## src/rtl/sd_init_sequencer.sv

```systemverilog
// rtl/sd_init_sequencer.sv - SD SPI-mode init sequencer: CMD0, CMD8, CMD55/ACMD41 loop, CMD58
module sd_init_sequencer #(
  parameter int NCR_MAX        = 8,
  parameter int ACMD41_RETRIES = 1000
) (
  input  logic       clk,
  input  logic       rst,
  input  logic       start_i,
  output logic       xfer_start_o,
  output logic [7:0] xfer_byte_o,
  input  logic       xfer_done_i,
  input  logic [7:0] xfer_byte_i,
  output logic       cs_n_o,
  output logic       speed_fast_o,
  output logic       busy_o,
  output logic       init_done_o,
  output logic       ccs_o,
  output logic       init_err_o,
  output logic [2:0] err_code_o
);

  localparam int PW = $clog2(NCR_MAX + 1);
  localparam int RW = $clog2(ACMD41_RETRIES + 1);
  localparam logic [PW-1:0] POLL_LIM  = PW'(NCR_MAX);
  localparam logic [RW-1:0] RETRY_LIM = RW'(ACMD41_RETRIES);

  localparam logic [2:0] ERR_NONE  = 3'd0;
  localparam logic [2:0] ERR_CMD0  = 3'd1;
  localparam logic [2:0] ERR_CMD8  = 3'd2;
  localparam logic [2:0] ERR_ACMD  = 3'd3;
  localparam logic [2:0] ERR_NCR   = 3'd4;
  localparam logic [2:0] ERR_CMD58 = 3'd5;

  typedef enum logic [2:0] {
    S_IDLE, S_SEND, S_POLL, S_TAIL, S_SPACER, S_EVAL, S_DONE, S_ERROR
  } state_t;

  typedef enum logic [2:0] {
    C_CMD0, C_CMD8, C_CMD55, C_CMD41, C_CMD58
  } cmd_t;

  state_t        state_q, state_d;
  cmd_t          cmd_q, cmd_d;
  logic [2:0]    idx_q, idx_d;
  logic [PW-1:0] poll_q, poll_d, poll_inc;
  logic [RW-1:0] retry_q, retry_d, retry_inc;
  logic [7:0]    r1_q, r1_d;
  // Only the OCR CCS bit and the CMD8 check-pattern echo of the 32-bit
  // tail are ever consulted, so just those fields are captured.
  logic          ccs_cand_q, ccs_cand_d;
  logic [11:0]   echo_q, echo_d;
  logic          pend_q, pend_d;
  logic          cs_n_q, cs_n_d;
  logic          fast_q, fast_d;
  logic          busy_q, busy_d;
  logic          done_q, done_d;
  logic          ccs_q, ccs_d;
  logic          err_q, err_d;
  logic [2:0]    code_q, code_d;

  logic [5:0]    cmd_index;
  logic [31:0]   cmd_arg;
  logic [7:0]    cmd_crc;
  logic [7:0]    tx_byte;
  logic          xfer_state;
  logic          issue;
  logic          xfer_ok;
  logic          fail;
  logic [2:0]    fail_code;
  logic          launch;

  // Frame content of the selected command and the byte currently presented to the engine.
  always_comb begin
    cmd_index = 6'd0;
    cmd_arg   = 32'h0000_0000;
    cmd_crc   = 8'h01;
    case (cmd_q)
      C_CMD0:  begin cmd_index = 6'd0;  cmd_crc = 8'h95; end
      C_CMD8:  begin cmd_index = 6'd8;  cmd_arg = 32'h0000_01AA; cmd_crc = 8'h87; end
      C_CMD55: cmd_index = 6'd55;
      C_CMD41: begin cmd_index = 6'd41; cmd_arg = 32'h4000_0000; end
      C_CMD58: cmd_index = 6'd58;
      default: cmd_index = 6'd0;
    endcase
    tx_byte = 8'hFF;
    if (state_q == S_SEND) begin
      case (idx_q)
        3'd0:    tx_byte = {2'b01, cmd_index};
        3'd1:    tx_byte = cmd_arg[31:24];
        3'd2:    tx_byte = cmd_arg[23:16];
        3'd3:    tx_byte = cmd_arg[15:8];
        3'd4:    tx_byte = cmd_arg[7:0];
        3'd5:    tx_byte = cmd_crc;
        default: tx_byte = 8'hFF;
      endcase
    end
  end

  // A transfer is launched whenever a byte-moving state has nothing outstanding;
  // the state and index hold still until the matching done, keeping the byte stable.
  always_comb begin
    xfer_state = (state_q == S_SEND) || (state_q == S_POLL) ||
                 (state_q == S_TAIL) || (state_q == S_SPACER);
    issue      = xfer_state && !pend_q;
    xfer_ok    = pend_q && xfer_done_i;
  end

  // Next-state logic: command sequencing, response capture and result evaluation.
  always_comb begin
    state_d    = state_q;
    cmd_d      = cmd_q;
    idx_d      = idx_q;
    poll_d     = poll_q;
    retry_d    = retry_q;
    r1_d       = r1_q;
    ccs_cand_d = ccs_cand_q;
    echo_d     = echo_q;
    pend_d     = pend_q;
    cs_n_d     = cs_n_q;
    fast_d     = fast_q;
    busy_d     = busy_q;
    done_d     = done_q;
    ccs_d      = ccs_q;
    err_d      = err_q;
    code_d     = code_q;
    fail       = 1'b0;
    fail_code  = ERR_NONE;
    launch     = 1'b0;
    poll_inc   = (poll_q == POLL_LIM) ? poll_q : poll_q + 1'b1;
    retry_inc  = (retry_q == RETRY_LIM) ? retry_q : retry_q + 1'b1;

    if (issue) begin
      pend_d = 1'b1;
    end else if (xfer_ok) begin
      pend_d = 1'b0;
    end

    case (state_q)
      S_IDLE: begin
        if (start_i) begin
          cs_n_d  = 1'b0;
          busy_d  = 1'b1;
          err_d   = 1'b0;
          code_d  = ERR_NONE;
          retry_d = '0;
          cmd_d   = C_CMD0;
          idx_d   = 3'd0;
          state_d = S_SEND;
        end
      end

      S_SEND: begin
        if (xfer_ok) begin
          if (idx_q == 3'd5) begin
            poll_d  = '0;
            state_d = S_POLL;
          end else begin
            idx_d = idx_q + 3'd1;
          end
        end
      end

      S_POLL: begin
        if (xfer_ok) begin
          if (!xfer_byte_i[7]) begin
            r1_d = xfer_byte_i;
            if (cmd_q == C_CMD8 || cmd_q == C_CMD58) begin
              idx_d   = 3'd0;
              state_d = S_TAIL;
            end else begin
              cs_n_d  = 1'b1;
              state_d = S_SPACER;
            end
          end else begin
            poll_d = poll_inc;
            if (poll_inc == POLL_LIM) begin
              fail      = 1'b1;
              fail_code = ERR_NCR;
            end
          end
        end
      end

      S_TAIL: begin
        if (xfer_ok) begin
          case (idx_q)
            3'd0:    ccs_cand_d   = xfer_byte_i[6];
            3'd2:    echo_d[11:8] = xfer_byte_i[3:0];
            3'd3:    echo_d[7:0]  = xfer_byte_i;
            default: ;
          endcase
          if (idx_q == 3'd3) begin
            cs_n_d  = 1'b1;
            state_d = S_SPACER;
          end else begin
            idx_d = idx_q + 3'd1;
          end
        end
      end

      S_SPACER: begin
        if (xfer_ok) begin
          state_d = S_EVAL;
        end
      end

      S_EVAL: begin
        case (cmd_q)
          C_CMD0: begin
            if (r1_q == 8'h01) begin
              cmd_d  = C_CMD8;
              launch = 1'b1;
            end else begin
              fail      = 1'b1;
              fail_code = ERR_CMD0;
            end
          end
          C_CMD8: begin
            if (r1_q == 8'h01 && echo_q == 12'h1AA) begin
              cmd_d  = C_CMD55;
              launch = 1'b1;
            end else begin
              fail      = 1'b1;
              fail_code = ERR_CMD8;
            end
          end
          C_CMD55: begin
            if (r1_q == 8'h00 || r1_q == 8'h01) begin
              cmd_d  = C_CMD41;
              launch = 1'b1;
            end else begin
              fail      = 1'b1;
              fail_code = ERR_ACMD;
            end
          end
          C_CMD41: begin
            if (r1_q == 8'h00) begin
              cmd_d  = C_CMD58;
              launch = 1'b1;
            end else if (r1_q == 8'h01) begin
              retry_d = retry_inc;
              if (retry_inc == RETRY_LIM) begin
                fail      = 1'b1;
                fail_code = ERR_ACMD;
              end else begin
                cmd_d  = C_CMD55;
                launch = 1'b1;
              end
            end else begin
              fail      = 1'b1;
              fail_code = ERR_ACMD;
            end
          end
          C_CMD58: begin
            if (r1_q == 8'h00) begin
              ccs_d   = ccs_cand_q;
              done_d  = 1'b1;
              fast_d  = 1'b1;
              busy_d  = 1'b0;
              state_d = S_DONE;
            end else begin
              fail      = 1'b1;
              fail_code = ERR_CMD58;
            end
          end
          default: begin
            fail      = 1'b1;
            fail_code = ERR_ACMD;
          end
        endcase
        if (launch) begin
          idx_d   = 3'd0;
          cs_n_d  = 1'b0;
          state_d = S_SEND;
        end
      end

      S_DONE: begin
        state_d = S_DONE;
      end

      S_ERROR: begin
        state_d = S_IDLE;
      end

      default: begin
        state_d = S_IDLE;
      end
    endcase

    // Every failure path funnels here so ERROR is entered with a consistent output set.
    if (fail) begin
      state_d = S_ERROR;
      err_d   = 1'b1;
      code_d  = fail_code;
      busy_d  = 1'b0;
      cs_n_d  = 1'b1;
      fast_d  = 1'b0;
    end
  end

  // State and output registers with synchronous reset.
  always_ff @(posedge clk) begin
    if (rst) begin
      state_q    <= S_IDLE;
      cmd_q      <= C_CMD0;
      idx_q      <= 3'd0;
      poll_q     <= '0;
      retry_q    <= '0;
      r1_q       <= 8'hFF;
      ccs_cand_q <= 1'b0;
      echo_q     <= 12'h000;
      pend_q     <= 1'b0;
      cs_n_q     <= 1'b1;
      fast_q     <= 1'b0;
      busy_q     <= 1'b0;
      done_q     <= 1'b0;
      ccs_q      <= 1'b0;
      err_q      <= 1'b0;
      code_q     <= ERR_NONE;
    end else begin
      state_q    <= state_d;
      cmd_q      <= cmd_d;
      idx_q      <= idx_d;
      poll_q     <= poll_d;
      retry_q    <= retry_d;
      r1_q       <= r1_d;
      ccs_cand_q <= ccs_cand_d;
      echo_q     <= echo_d;
      pend_q     <= pend_d;
      cs_n_q     <= cs_n_d;
      fast_q     <= fast_d;
      busy_q     <= busy_d;
      done_q     <= done_d;
      ccs_q      <= ccs_d;
      err_q      <= err_d;
      code_q     <= code_d;
    end
  end

  assign xfer_start_o = issue;
  assign xfer_byte_o  = tx_byte;
  assign cs_n_o       = cs_n_q;
  assign speed_fast_o = fast_q;
  assign busy_o       = busy_q;
  assign init_done_o  = done_q;
  assign ccs_o        = ccs_q;
  assign init_err_o   = err_q;
  assign err_code_o   = code_q;

endmodule

```

## config.mk

```make
export PLATFORM = sky130hd
export DESIGN_NAME = sd_init_sequencer
export DESIGN_NICKNAME = d
export VERILOG_FILES = /design/src/rtl/sd_init_sequencer.sv
export SDC_FILE = /design/constraint.sdc
export NUM_CORES = 1
export LEC_CHECK = 0
export BUFFER_PORTS_ARGS = -buffer_cell sky130_fd_sc_hd__buf_4
export CAP_MARGIN = 20
export CORE_MARGIN = 5
export CORE_UTILIZATION = 45
export DETAILED_ROUTE_END_ITERATION = 10
export PLACE_DENSITY = 0.65
export SLEW_MARGIN = 20
export SYNTH_ARGS = -nofsm -noshare
export SYNTH_HDL_FRONTEND = slang
export SYNTH_SLANG_ARGS = --single-unit
```

## constraint.sdc

```tcl
create_clock -name clk -period 8.3 [get_ports clk]
set_clock_uncertainty 0.05 [all_clocks]
set_input_delay 0.83 -clock clk [delete_from_list [all_inputs] [get_ports clk]]
set_output_delay 0.83 -clock clk [all_outputs]
set_load 0.02 [all_outputs]
```

Word-level counts from Yosys, hierarchy flattened
Cells that the tools add are included.
{"block": "op_classes", "addsub": 3, "n_mul": 0, "div": 0, "order_cmp": 0, "n_eq_ne": 56, "shift": 0, "muxes": 99, "bitwise_logic": 1, "n_reduce_logical": 34}
{"op": "$mux W3", "n": 36}
{"op": "$pmux W31 S2", "n": 1}
{"op": "$mux W10", "n": 5}
{"op": "$pmux W8 S6", "n": 1}
{"op": "$mux W1", "n": 32}
{"op": "$pmux W3 S5", "n": 2}
{"op": "$ne A2 B2 Y1 const B", "n": 14}
{"op": "$ne A3 B3 Y1 const B", "n": 9}
{"op": "$pmux W3 S8", "n": 1}
{"op": "$pmux W6 S4", "n": 1}
{"op": "$eq A3 B3 Y1 const B", "n": 7}
{"op": "$eq A10 B10 Y1 const B", "n": 2}
{"op": "$mux W4", "n": 5}
{"op": "$pmux W10 S2", "n": 1}
{"op": "$reduce_and A10 Y1", "n": 2}
{"op": "$eq A3 B2 Y1 const B", "n": 6}
{"op": "$ne A4 B4 Y1 const B", "n": 4}
{"op": "$pmux W8 S2", "n": 1}
{"op": "$reduce_and A8 Y1", "n": 2}
{"op": "$reduce_and A3 Y1", "n": 5}
{"op": "$eq A12 B9 Y1 const B", "n": 1}
{"op": "$pmux W3 S2", "n": 2}
{"op": "$pmux W3 S4", "n": 1}
{"op": "$add A10 B1 Y10 const B", "n": 1}
{"op": "other kinds (27)", "n": 51}
{"block": "totals", "ff_bits": 54, "latchBits": 0, "mem_bits_rw": 0, "romBits": 0, "out_inout_bits": 18, "elab_cells": 210, "n_memories": 0}

Depth between registers and ports, before layout
{"block": "depth", "word_depth": 11, "depth_mapped": 10, "mapped_depth_nobuf": 9}

Least setup slack after synthesis
OpenSTA, ideal clock, no wires.
{"block": "synth_timing", "path_kind": "register to output", "startpoint": "register idx_q[0]", "endpoint": "output xfer_byte_o[1]", "arrival_time_ps": 1772, "required_time_ps": 7420, "setup_slack_ps": 5648, "path_stages_with_launch": 6, "n_path_buf": 1, "path_cell_list": "dfxtp_1 inv_1 ha_1 clkbuf_1 nand2_1 o311ai_0"}
{"block": "synth_via", "elab_chain_cells": 3, "elab_cells_between_ends": 8, "classes_between": "eq/ne: 5; mux: 2; reduce/logical: 1"}
{"element": "start, declared", "line": "44", "rtl": "logic [2:0] idx_q, idx_d;"}
{"element": "start signal, assigned", "line": "324", "rtl": "idx_q <= idx_d;"}
{"element": "$eq A3 B3 Y1, or another cell as far along", "line": "87", "rtl": "case (idx_q)"}
{"element": "$pmux W8 S6 *", "line": "87"}
{"element": "$mux W8 *", "line": "86", "rtl": "if (state_q == S_SEND) begin"}
{"element": "end, declared", "line": "10", "rtl": "output logic [7:0] xfer_byte_o,"}
Mark *: on every way between the ends. The rest lies on a longest branch, timed or not.

Worst setup path after layout
{"block": "layout_timing", "startpoint": "register state_q[0]", "endpoint": "output xfer_byte_o[1]"}
{"block": "layout_via", "elab_chain_cells": 2}
{"element": "start, declared", "line": "42", "rtl": "state_t state_q, state_d;"}
{"element": "start signal, assigned", "line": "322", "rtl": "state_q <= state_d;"}
{"element": "$eq A3 B1 Y1", "line": "86"}
{"element": "$mux W8", "line": "86"}
No other way between the ends.

==> results summary <==
The run finished with clean final reports. The cell count of the worst reg-to-reg path came out at 8. The peak ir drop on the vdd network is 77.41 µV.

The number of buffers and inverters on the critical path came out at 1. TritonCTS built the clock tree. The number of different library cells used by synthesis comes to 66. The cell area after synthesis came out at 3317 µm². The width of the die is between 90 and 100 µm. The worst setup path is of the flop to output port kind. Of the total synthesized cell area, the portion taken by AND, OR, NAND and NOR gates is 0.2939. The final hold violation count is 0. The number of H-tree levels is 2. The endpoint kind of the worst setup timing path is an output port. The time the worst path needs with I/O delays and setup came out at between 3 and 4 ns. The post-CTS setup-driven buffer insertion count is 0. The die covers 9188 µm². In the final routed layout, each cell accounts on average for 15.41 µm.

The count of warnings emitted by yosys is 0. The number of cells on the worst hold path came out at 2. The number of buffers inserted during clock tree synthesis is 5. The slowest stage of the critical path belongs to the cell sky130_fd_sc_hd__dfxtp_1.

The class of the tightest hold or removal check is flop to flop. The compound-gate portion of the synthesized area is 0.2486. By area, the combinational part of the netlist is dominated by simple AND/OR/NAND/NOR gates.

The number of hold buffers added after CTS is 0. The first global-routing pass estimated 13.82 mm of wire. The critical path depth in cells came out at 5. The number of vias in the routed layout came out at 3179. In this run the deepest clock path goes through 2 buffers. The headroom to the max-slew limit is 0.3780. The repair_antennas step left the layout with diodes totalling 0.

The antenna violation net count after detailed routing is 0. The count of boundary I/O pins came out at 30. The sequential element share of the synthesized area came out at 0.3259. The count of flip-flops with a built-in enable after synthesis came out at 0.

The static leakage came out at 1.212 nW. The region available for standard cell placement spans 7214 µm². Walking the worst path, the cells encountered are nand2b_1 -> or2_2 -> a21oi_1 -> o311ai_0 -> buf_4.

The final routed DRC violation total is 0. The biggest area contributor in the post-synthesis netlist is sky130_fd_sc_hd__dfxtp_1. The count of maximum capacitance violations is 0. Among all flip-flop cells after synthesis, the most frequent one is sky130_fd_sc_hd__dfxtp_1. The maximum clock rate came out at 0.3032 GHz. The ratio of cells with drive above 1 in the final layout came out at 0.1086. The largest fanout of any net on the critical path is 20. The actual slew at the worst max-slew pin came out at roughly 0.92 ns. The top cell family by delay on the critical path is flip-flops. The most common cell in the synthesized netlist is sky130_fd_sc_hd__nor2_1. The portion of the clock cycle consumed by the worst path in the final layout came out at 0.3974. In the final design database the tool counted 462 nets. The initial antenna violation count is 0. Sorting the synthesized cells by area gives the leading types as sky130_fd_sc_hd__dfxtp_1 33%, sky130_fd_sc_hd__nor2_1 6.2%, sky130_fd_sc_hd__a21oi_1 5.7%. For the worst setup path, the data required time is 7.42 ns.

Counting every instance in the synthesized netlist gives 435. The detailed-placement wirelength estimate is approximately 6.0 mm. Of the total synthesized cell area, the portion taken by XOR and XNOR cells is 0.01584. The adder and majority cell fraction of the synthesized area came out at 0.03395. The combined global-route utilization of all metal layers is 0.1865. The initial core utilization is 0.4598. STA classifies the critical path startpoint as a flop. The count of buffers added on input and output ports is 29.

The clock-pin slew reported for the worst setup and hold paths after clock tree synthesis is 0.10 ns. Setup repair after global routing left no endpoint under its margin. The relative area change from synthesis to final layout came out at 9.921%. The number of pins with negative max-slew slack in the final report came to 0. The first detailed-routing pass ran for 5 iterations. The detailed-route wire length is between 8 and 9 mm.

For this design the ratio of total power to cell area is approximately 190 nW/µm². The CTS sink count is 54. The violation count after the first detailed-routing iteration is between 200 and 250. The synthesized area per cell came out at approximately 7.6 µm².

For this run, the slowest stage of the critical path takes 0.70 ns. Of the post-synthesis cell area, the dominant cell type holds 0.3259. At the end of routability-driven placement, the weighted congestion stood at around 0.9. The total of cells resized after clock tree synthesis came out at 0.

The data arrival time at the worst-slack endpoint is around 2.4 ns. The count of standard-cell rows is 31. The via density per instance came out at 5.876.

In the final layout, the multi-input gates occupy 2057 µm². The post-synthesis net count came out at 456. The clock root buffer is sky130_fd_sc_hd__clkbuf_8. The setup total negative slack is 0 ns.

The via count of the first global-routing pass came out at 2858. The leftover overflow at the end of global routing is 0. For the worst-skew pair, the clock arrives at the later sink with an insertion delay of 0.31 ns. Counting the fill cells in the layout gives 754. The setup violation total in the final timing report came out at 0. The sequential cells in the finished layout cover a total of between 1000 and 1500 µm².

The share of flip-flops with an asynchronous set or reset came out at 0. The portion of netlist area occupied by mux cells is 0.02791. The maximum number of pins on one net before global-route repair is 57. The overall die height came out at 95.86 µm.

Counting flops and latches in the post-synthesis netlist gives 54. The final-layout worst hold slack came out at roughly 0.40 ns. The overall power consumption is 0.6968 mW.

Ranked by instance count, the synthesized netlist is headed by 55 x sky130_fd_sc_hd__nor2_1, 54 x sky130_fd_sc_hd__dfxtp_1, 38 x sky130_fd_sc_hd__a21oi_1, 31 x sky130_fd_sc_hd__nand2_1, 24 x sky130_fd_sc_hd__clkbuf_1. Once layout is complete, the utilization of the core stands at 0.5054.
-- report_power, final --
group / switching [mW] / leakage (nW) / internal [mW]
Clock: 0.0847 / 0.0524 / 0.0904
Sequential: 0.0278 / 0.436 / 0.271
Combinational: 0.130 / 0.723 / 0.0923
-- final cells by class --
cell class | count | share of cell area
sequential | 54 | 0.2965
clock buffer | 7 | 0.02093
tap | 99 | 0.03397
inverter | 14 | 0.01441
multi-input combinational | 336 | 0.5642
timing repair buffer | 30 | 0.06177
clock inverter | 1 | 0.008236
-- placed cells by master, fill, tap and decap left out, drive strengths merged, types with 4 or more instances in the layout --
master | Yosys | final
nor2 | 55 | 55
dfxtp | 54 | 54
a21oi | 38 | 38
nand2 | 32 | 32
buf | 7 | 30
o21ai | 23 | 23
nand3 | 22 | 22
inv | 14 | 14
nor3 | 12 | 12
a211o | 11 | 11
nor2b | 11 | 11
ha | 9 | 9
nand3b | 7 | 7
nand2b | 7 | 7
mux2i | 7 | 7
clkbuf | 24 | 7
a31oi | 6 | 6
or3 | 6 | 6
and3 | 6 | 6
nor4 | 5 | 5
a311oi | 5 | 5
nand4 | 5 | 5
o211ai | 4 | 4
xnor2 | 4 | 4
or4 | 4 | 4
or2 | 4 | 4
-- metal layers --
metal,part of all wire,vias to the layer above,global-route usage
li1,-,1602,-
met1,0.48,1477,0.2695
met2,0.46,89,0.2895
met3,0.049,11,0.03049
met4,0.010,0,0.04384
met5,0,-,0
-- logic make-up after synthesis --
logic type,Yosys count
xor gates and xnor gates,6
AOI/OAI and AO/OA,123
buffers and inverters,45
and+or+nand+nor,189
adders and majority gates,9
muxes,9
DFF,54
-- through the flow --
step,setup slack (ns),area [µm²],instances
2_1_floorplan,5.648,3317,435
3_3_place_gp,5.438,3540,533
3_5_place_dp,5.364,3540,533
4_1_cts,5.026,3646,541
5_1_grt,4.788,3646,541
6_report,5.002,3646,541
-- sequential cells by signal (all words and copies together), names as in the netlist, 3 cells and up --
name,flops
cmd_q,3
echo_q,12
err_code_o,3
idx_q,3
poll_q,4
r1_q,8
retry_q,10
state_q,3
-- worst reg2reg max path, cell delays in order (launching register included) --
cell and delay (ns):
sky130_fd_sc_hd__dfxtp_1 0.44, sky130_fd_sc_hd__ha_1 0.36, sky130_fd_sc_hd__and3_1 0.20, sky130_fd_sc_hd__o221ai_1 0.12, sky130_fd_sc_hd__o31a_1 0.14, sky130_fd_sc_hd__or4_4 0.57, sky130_fd_sc_hd__or2_4 0.29, sky130_fd_sc_hd__a311oi_1 0.31
sky130_fd_sc_hd__mux2_2 0.37
-- worst paths after layout --
| path | slack, ns | end | startpoint |
|---|---|---|---|
| setup / recovery | 5.00 | xfer_byte_o[1] | state_q[0]$_SDFFE_PP0P_ |
| hold / removal | 0.40 | echo_q[7]$_SDFFE_PP0P_ | echo_q[7]$_SDFFE_PP0P_ |
| setup reg to reg | 5.34 | cmd_q[1]$_SDFFE_PP0P_ | retry_q[1]$_SDFFE_PP0P_ |
| hold reg to reg | 0.40 | echo_q[7]$_SDFFE_PP0P_ | echo_q[7]$_SDFFE_PP0P_ |
No activity file was read; power rests on OpenSTA's default activity.
